`src/rtl/mem_pkg.sv`:
```
// Shared types and defaults for the MEM-stage SRAM access unit.
package mem_pkg;

  typedef enum logic [1:0] {
    IDLE = 2'd0,
    LO   = 2'd1,
    HI   = 2'd2,
    DONE = 2'd3
  } mem_state_e;

  localparam int DATA_W_DEF  = 32;
  localparam int SRAM_DW_DEF = 16;
  localparam int SRAM_AW_DEF = 18;

  // Byte address that maps onto SRAM word 0.
  localparam int unsigned BASE_ADDR_DEF = 1024;

endpackage

```
`src/rtl/sram_wait_counter.sv`:
```
// Per-half-word wait timer: loaded at the start of a phase, counts down, flags its final cycle.
module sram_wait_counter #(
  parameter int WAIT_CYCLES = 2
) (
  input  logic clk,
  input  logic rst,
  input  logic load,
  input  logic dec,
  output logic last
);

  localparam int CW = $clog2(WAIT_CYCLES + 1);

  logic [CW-1:0] count;

  always_ff @(posedge clk or posedge rst) begin
    if (rst) begin
      count <= '0;
    end else if (load) begin
      count <= CW'(WAIT_CYCLES);
    end else if (dec && count != '0) begin
      count <= count - CW'(1);
    end
  end

  assign last = (count == CW'(1));

endmodule

```
`src/rtl/mem_stage_sram_ctrl.sv`:
```
// MEM-stage access unit: splits each 32-bit load/store into two timed 16-bit SRAM accesses.
//   state | meaning
//   IDLE  | no access in flight; a request is latched and launched
//   LO    | low half-word on the bus for WAIT_CYCLES cycles
//   HI    | high half-word on the bus for WAIT_CYCLES cycles
//   DONE  | one-cycle completion, ready=1, inputs not sampled
module mem_stage_sram_ctrl
  import mem_pkg::*;
#(
  parameter int          DATA_W      = DATA_W_DEF,
  parameter int          SRAM_DW     = SRAM_DW_DEF,
  parameter int          SRAM_AW     = SRAM_AW_DEF,
  parameter int unsigned BASE_ADDR   = BASE_ADDR_DEF,
  parameter int          WAIT_CYCLES = 2
) (
  input  logic               clk,
  input  logic               rst,
  input  logic               MEM_R_EN,
  input  logic               MEM_W_EN,
  input  logic [DATA_W-1:0]  ALU_res,
  input  logic [DATA_W-1:0]  Val_Rm,
  output logic               ready,
  output logic               freeze,
  output logic [DATA_W-1:0]  mem_rdata,
  output logic [SRAM_AW-1:0] sram_addr,
  output logic [SRAM_DW-1:0] sram_wdata,
  input  logic [SRAM_DW-1:0] sram_rdata,
  output logic               sram_we_n
);

  mem_state_e         state;
  logic [SRAM_AW-2:0] word;
  logic [SRAM_AW-2:0] word_next;
  logic [SRAM_DW-1:0] wdata_hi;
  logic               is_wr;
  logic               req;
  logic               cnt_load;
  logic               cnt_dec;
  logic               cnt_last;

  assign req = MEM_R_EN | MEM_W_EN;

  // Addresses below BASE_ADDR wrap silently into the top of the SRAM.
  assign word_next = (SRAM_AW-1)'((ALU_res - DATA_W'(BASE_ADDR)) >> 2);

  assign ready  = (state == DONE) || (state == IDLE && !req);
  assign freeze = req & ~ready;

  assign cnt_load = (state == IDLE && req) || (state == LO && cnt_last);
  assign cnt_dec  = (state == LO) || (state == HI);

  sram_wait_counter #(
    .WAIT_CYCLES(WAIT_CYCLES)
  ) u_wait_counter (
    .clk (clk),
    .rst (rst),
    .load(cnt_load),
    .dec (cnt_dec),
    .last(cnt_last)
  );

  always_ff @(posedge clk or posedge rst) begin
    if (rst) begin
      state      <= IDLE;
      word       <= '0;
      wdata_hi   <= '0;
      is_wr      <= 1'b0;
      mem_rdata  <= '0;
      sram_addr  <= '0;
      sram_wdata <= '0;
      sram_we_n  <= 1'b1;
    end else begin
      case (state)
        IDLE: begin
          if (req) begin
            state      <= LO;
            word       <= word_next;
            wdata_hi   <= Val_Rm[DATA_W-1:SRAM_DW];
            is_wr      <= MEM_W_EN;
            sram_addr  <= {word_next, 1'b0};
            sram_wdata <= Val_Rm[SRAM_DW-1:0];
            sram_we_n  <= ~MEM_W_EN;
          end
        end
        LO: begin
          if (cnt_last) begin
            state      <= HI;
            sram_addr  <= {word, 1'b1};
            sram_wdata <= wdata_hi;
            if (!is_wr) mem_rdata[SRAM_DW-1:0] <= sram_rdata;
          end
        end
        HI: begin
          if (cnt_last) begin
            state     <= DONE;
            sram_we_n <= 1'b1;
            if (!is_wr) mem_rdata[DATA_W-1:SRAM_DW] <= sram_rdata;
          end
        end
        DONE: begin
          state <= IDLE;
        end
        default: begin
          state <= IDLE;
        end
      endcase
    end
  end

endmodule

```
`config.mk`:
```
export PLATFORM = sky130hd
export DESIGN_NAME = mem_stage_sram_ctrl
export DESIGN_NICKNAME = d
export VERILOG_FILES = /design/src/rtl/mem_pkg.sv /design/src/rtl/sram_wait_counter.sv /design/src/rtl/mem_stage_sram_ctrl.sv
export SDC_FILE = /design/constraint.sdc
export NUM_CORES = 1
export LEC_CHECK = 0
export ABC_AREA = 1
export CORE_MARGIN = 5
export CORE_UTILIZATION = 25
export CTS_BUF_LIST = sky130_fd_sc_hd__clkbuf_8
export CTS_CLUSTER_SIZE = 28
export DETAILED_ROUTE_END_ITERATION = 12
export GPL_ROUTABILITY_DRIVEN = 0
export GPL_TIMING_DRIVEN = 0
export PLACE_DENSITY_LB_ADDON = 0.05
export SLEW_MARGIN = 5
export SYNTH_ARGS = -nofsm -noshare
export SYNTH_HDL_FRONTEND = slang
export SYNTH_SLANG_ARGS = --single-unit
export TNS_END_PERCENT = 100
```
`constraint.sdc`:
```
create_clock -name clk -period 4.5 [get_ports clk]
set_input_delay 1.35 -clock clk [delete_from_list [all_inputs] [get_ports clk]]
set_output_delay 1.35 -clock clk [all_outputs]
set_load 0.01 [all_outputs]
```
; ---- Word-level counts from Yosys, hierarchy flattened
; Cells that the tools add are included.
[word_totals]
register_bits = 105
in_bits = 84
out_inout_bits = 69
elab_cells = 58
[op_classes]
addsub = 2
eq_ne = 7
muxes = 15
n_bitwise = 5
n_reduce_logical = 19
[ops]
columns = operator, count
row1 = two-way mux 18 bit, 2
row2 = case mux 18 bit (2 select lines), 1
row3 = two-way mux 16 bit, 2
row4 = case mux 16 bit (2 select lines), 1
row5 = "subtractor 19 x 11 -> 19 bit, second input constant", 1
row6 = AND reduction 3 bit, 5
row7 = two-way mux 2 bit, 5
row8 = case mux 2 bit (4 select lines), 1
row9 = nonzero test 2 bit, 4
row10 = "!= test 2 bit, second input constant", 3
row11 = "== test 2 x 1 -> 1 bit, second input constant", 2
row12 = "== test 2 bit, second input constant", 2
row13 = logical AND 1 bit, 4
row14 = logical OR 1 bit, 3
row15 = NOT 1 bit, 3
row16 = logical NOT 2 bit, 1
row17 = two-way mux 1 bit, 2
row18 = case mux 1 bit (2 select lines), 1
row19 = AND reduction 2 bit, 1
row20 = "subtractor 2 x 1 -> 2 bit, second input constant", 1
row21 = bitwise AND 1 bit, 1
row22 = logical NOT 1 bit, 1
row23 = bitwise OR 1 bit, 1

; ---- Logic depth before layout (Yosys ltp)
[depth]
ltp_word = 6
depth_mapped = 10
depth_no_buf = 9

; ---- Modules after synthesis
; A second synthesis with hierarchy kept.
[unflattened]
hier_cells = 589
hier_area_um2 = 4778.3
[by_module_without_submodules]
columns = module, n_inst, cells_each, area_per_inst_um2, seq_area_each_um2
row1 = mem_stage_sram_ctrl, 1, 571, 4645.7, 2578.7
row2 = sram_wait_counter, 1, 18, 132.6, 50.0

; ---- Least setup slack after synthesis
; No wires, ideal clock.
[synth_timing]
path_kind = input to output
from = input port MEM_W_EN
to = output port ready
arrival_time_ns = 1.803
t_required_ns = 3.150
path_slack_ns = 1.347
stages = 4
path_buffers = 0
cell_sequence = nor2_4 > nand2_2 > inv_1 > or2_2
[synth_between]
elab_chain_len = 4
[synth_lines]
columns = element, line_no
row1 = "start, declared", mem_stage_sram_ctrl.sv:19  ; input logic MEM_W_EN,
row2 = bitwise OR 1 bit, mem_stage_sram_ctrl.sv:41  ; assign req = MEM_R_EN | MEM_W_EN;
row3 = logical NOT 1 bit, mem_stage_sram_ctrl.sv:46  ; assign ready = (state == DONE) || (state == IDLE && !req);
row4 = logical AND 1 bit, mem_stage_sram_ctrl.sv:46
row5 = logical OR 1 bit, mem_stage_sram_ctrl.sv:46
row6 = "end, declared", mem_stage_sram_ctrl.sv:22  ; output logic ready,
; No other way between the ends.

; ---- Worst setup path in the final report
; Same ends and word-level chain as after synthesis.

==> metrics.txt <==
DRC 0; Top Family by Delay on Critical Path buffers and inverters; Slew HR 0.620; worst-path maximum fanout 3; number of enable flip-flop cells after synthesis 0; Max Slew Vio Count 0; status finished, final reports clean; WL final 14,300 µm; post-CTS setup buffer count 0; Cell variety after synth 30; fin crit period 4.26 ns; clk sinks about 110; via/cell ratio 4.31; HP Class reg -> reg; Slew @ Worst Pin 0.570 ns; maximum vdd ir drop 0.247 mV; Mapped Nets ~630; DR vias between 3k and 4k; worst-path cell chain clkdlybuf4s50_1 -> nor2_4 -> nand2_2 -> inv_1 -> or2_2 -> clkdlybuf4s50_1; Synth Cell Area approximately 4600 µm²; largest net degree at the start of global routing 76; Initial Util 0.256; clk_lat worst skew between 0.3 and 0.4 ns; fraction of registers with async set/reset 1.00; global-route wire length before repair 23,600 µm; type of origin of the critical path primary input; slowest cell on the critical path clkdlybuf4s50_1; CTS Root Cell clkbuf_8; critical setup path kind in -> out; crit share post-route 0.946; Max Cap Violations 0; FF/Latch Area around 2600 µm²; final hold vios 0; Leak around 3.1 nW; clock skew roughly 0.014 ns; IO buf count ~140; Slowest Stage Delay on Critical Path about 0.55 ns; CTS resizes 0; hold_buf cts 0; # H-tree levels 3; post-placement worst setup slack ~0.24 ns; final setup fails 0; YS warnings 0; antenna diode count 0; clock slew seen by the registers of the worst setup and hold paths 0.10 ns; cell mode on critical path clkdlybuf4s50_1; Die Y 146 µm; Worst setup EP type output pin; All-Layer GR Usage 0.138; vias in the first global route 4,279; DR WL/cell between 15 and 20 µm; Pwr Density 726 nW/µm²; CTS Buf Count 9; share of cells above drive strength 1 0.0767; # IOs around 150; final worst slack 0.243 ns; Seq/Total Area, Yosys 0.566; #FFs+latches synth between 100 and 150; fill cell count approximately 1.9k; core area between 15,000 and 20,000 µm²; CP Buf/Inv Count 3; Routed Antenna Nets 0; Iteration-0 DRC Markers 220; worst endpoint required time 3.15 ns; DPL Wire Length around 10,000 µm; Die W approximately 150 µm; drt first pass iters 4; post-synthesis cell count around 540; clock buffer depth 2; unrepaired setup endpoints after global routing no; Synth Flop Type dfrtp_1; antenna violations before repair 0; multi-input combinational cell area between 1500 and 2000 µm²; gr ovfl total 0; total power 4.75 mW; setup TNS 0 ns; fin nets 777; CTS tree yes; cell row count 49; CP arrival about 2.9 ns; Mean Syn Cell Area between 8 and 9 µm²; Synth-to-Final Area Change 40.7%; area of the die ~21,000 µm²; fmax roughly 0.23 GHz
## Yosys cell counts (5+ instances only)
master,instances,area [µm²]
clkbuf_1,5,18.8
nand2_1,177,664
a21oi_1,6,30.0
o21ai_1,7,35.0
buf_2,15,75.1
nand3_1,8,40.0
o31ai_1,24,180
buf_6,5,56.3
nor2_1,67,251
dfrtp_1,104,2600
o21ai_0,43,215
ha_1,7,87.6
inv_1,42,158
## final timing paths
| check | to | slack [ns] | cells past startpoint | start |
|---|---|---|---|---|
| min in group asynchronous | wdata_hi[9]$_DFFE_PP0P_ | 1.29 | 2 | rst |
| max in group asynchronous | sram_we_n$_DFFE_PP1P_ | 2.49 | 3 | rst |
| setup reg to reg | mem_rdata[5]$_DFFE_PP0P_ | 2.77 | 8 | state[1]$_DFFE_PP0P_ |
| setup / recovery | ready | 0.24 | 6 | MEM_W_EN |
| hold / removal | word[7]$_DFFE_PP0P_ | 0.48 | 2 | word[7]$_DFFE_PP0P_ |
| hold reg to reg | word[7]$_DFFE_PP0P_ | 0.48 | 2 | word[7]$_DFFE_PP0P_ |
## worst reg2reg max path: stages (launching register included)
cell      delay [ns]
dfrtp_1         0.41
inv_1           0.08
ha_1            0.19
buf_6           0.14
nand2_1         0.07
inv_1           0.06
nand2_2         0.11
clkbuf_1        0.42
o21ai_0         0.15
## state kept, by name (all words and copies together) (netlist names), 2 cells and up
register,cells
word,17
state,2
sram_wdata,16
mem_rdata,32
u_wait_counter.count,2
wdata_hi,16
sram_addr,18
## cell type report
cell class / count / area share
Timing Repair Buffer: 138 / 0.214
Clock buffer: 9 / 0.0189
Buffer: 27 / 0.0264
Clock inverter: 7 / 0.0121
Tap cell: 229 / 0.0438
Inverter: 45 / 0.0270
Multi-Input combinational cell: 360 / 0.256
Sequential cell: 105 / 0.402
## cells by family (layout without fill, tap and decap cells)
family,after synthesis,in the layout,synth area share
AO/OA/AOI/OAI,85,85,0.108
buffers and inverters,72,226,0.0741
AND/OR/NAND/NOR,264,264,0.226
flip-flops,105,105,0.566
XOR/XNOR,4,4,0.00754
adder cells (fa/ha/maj),7,7,0.0189
## power by group
| group | internal, mW | switching (mW) | total, mW | leakage, nW |
|---|---|---|---|---|
| combinational | 1.14 | 1.29 | 2.42 | 1.77 |
| sequential | 1.44 | 0.264 | 1.70 | 1.26 |
| clock | 0.262 | 0.358 | 0.621 | 0.0973 |
## stage by stage
stage	utilization	area [µm²]	hold slack, ns	cells
detailed placement	0.349	6340	0.459	904
global placement	0.347	6300	0.454	903
floorplan	-	4650	0.443	537
global route	0.360	6540	0.496	920
finish	0.360	6540	0.482	920
CTS	0.360	6540	0.485	920
## placed cells by master, fill, tap and decap left out, drive strengths merged
cell	Yosys	routed
nor2	69	69
o211ai	2	2
xnor2	1	1
nor3	2	2
clkbuf	5	14
o21ai	50	50
o31ai	25	25
nand3	9	9
dfstp	1	1
nand2	180	180
inv	45	46
clkdlybuf4s50	0	137
buf	22	23
clkinvlp	0	2
a21oi	6	6
clkinv	0	3
or2	3	3
ha	7	7
xor2	3	3
bufinv	0	1
a31oi	2	2
dfrtp	104	104
nand4	1	1
## per-layer routing
layer  track usage  vias up  share of wire
met4        0.0442        0          0.016
met3        0.0363       14          0.052
met5             0        -              0
met2         0.226      102           0.47
met1         0.178     1864           0.46
li1              -     1985              -
No activity file was read; power rests on OpenSTA's default activity.
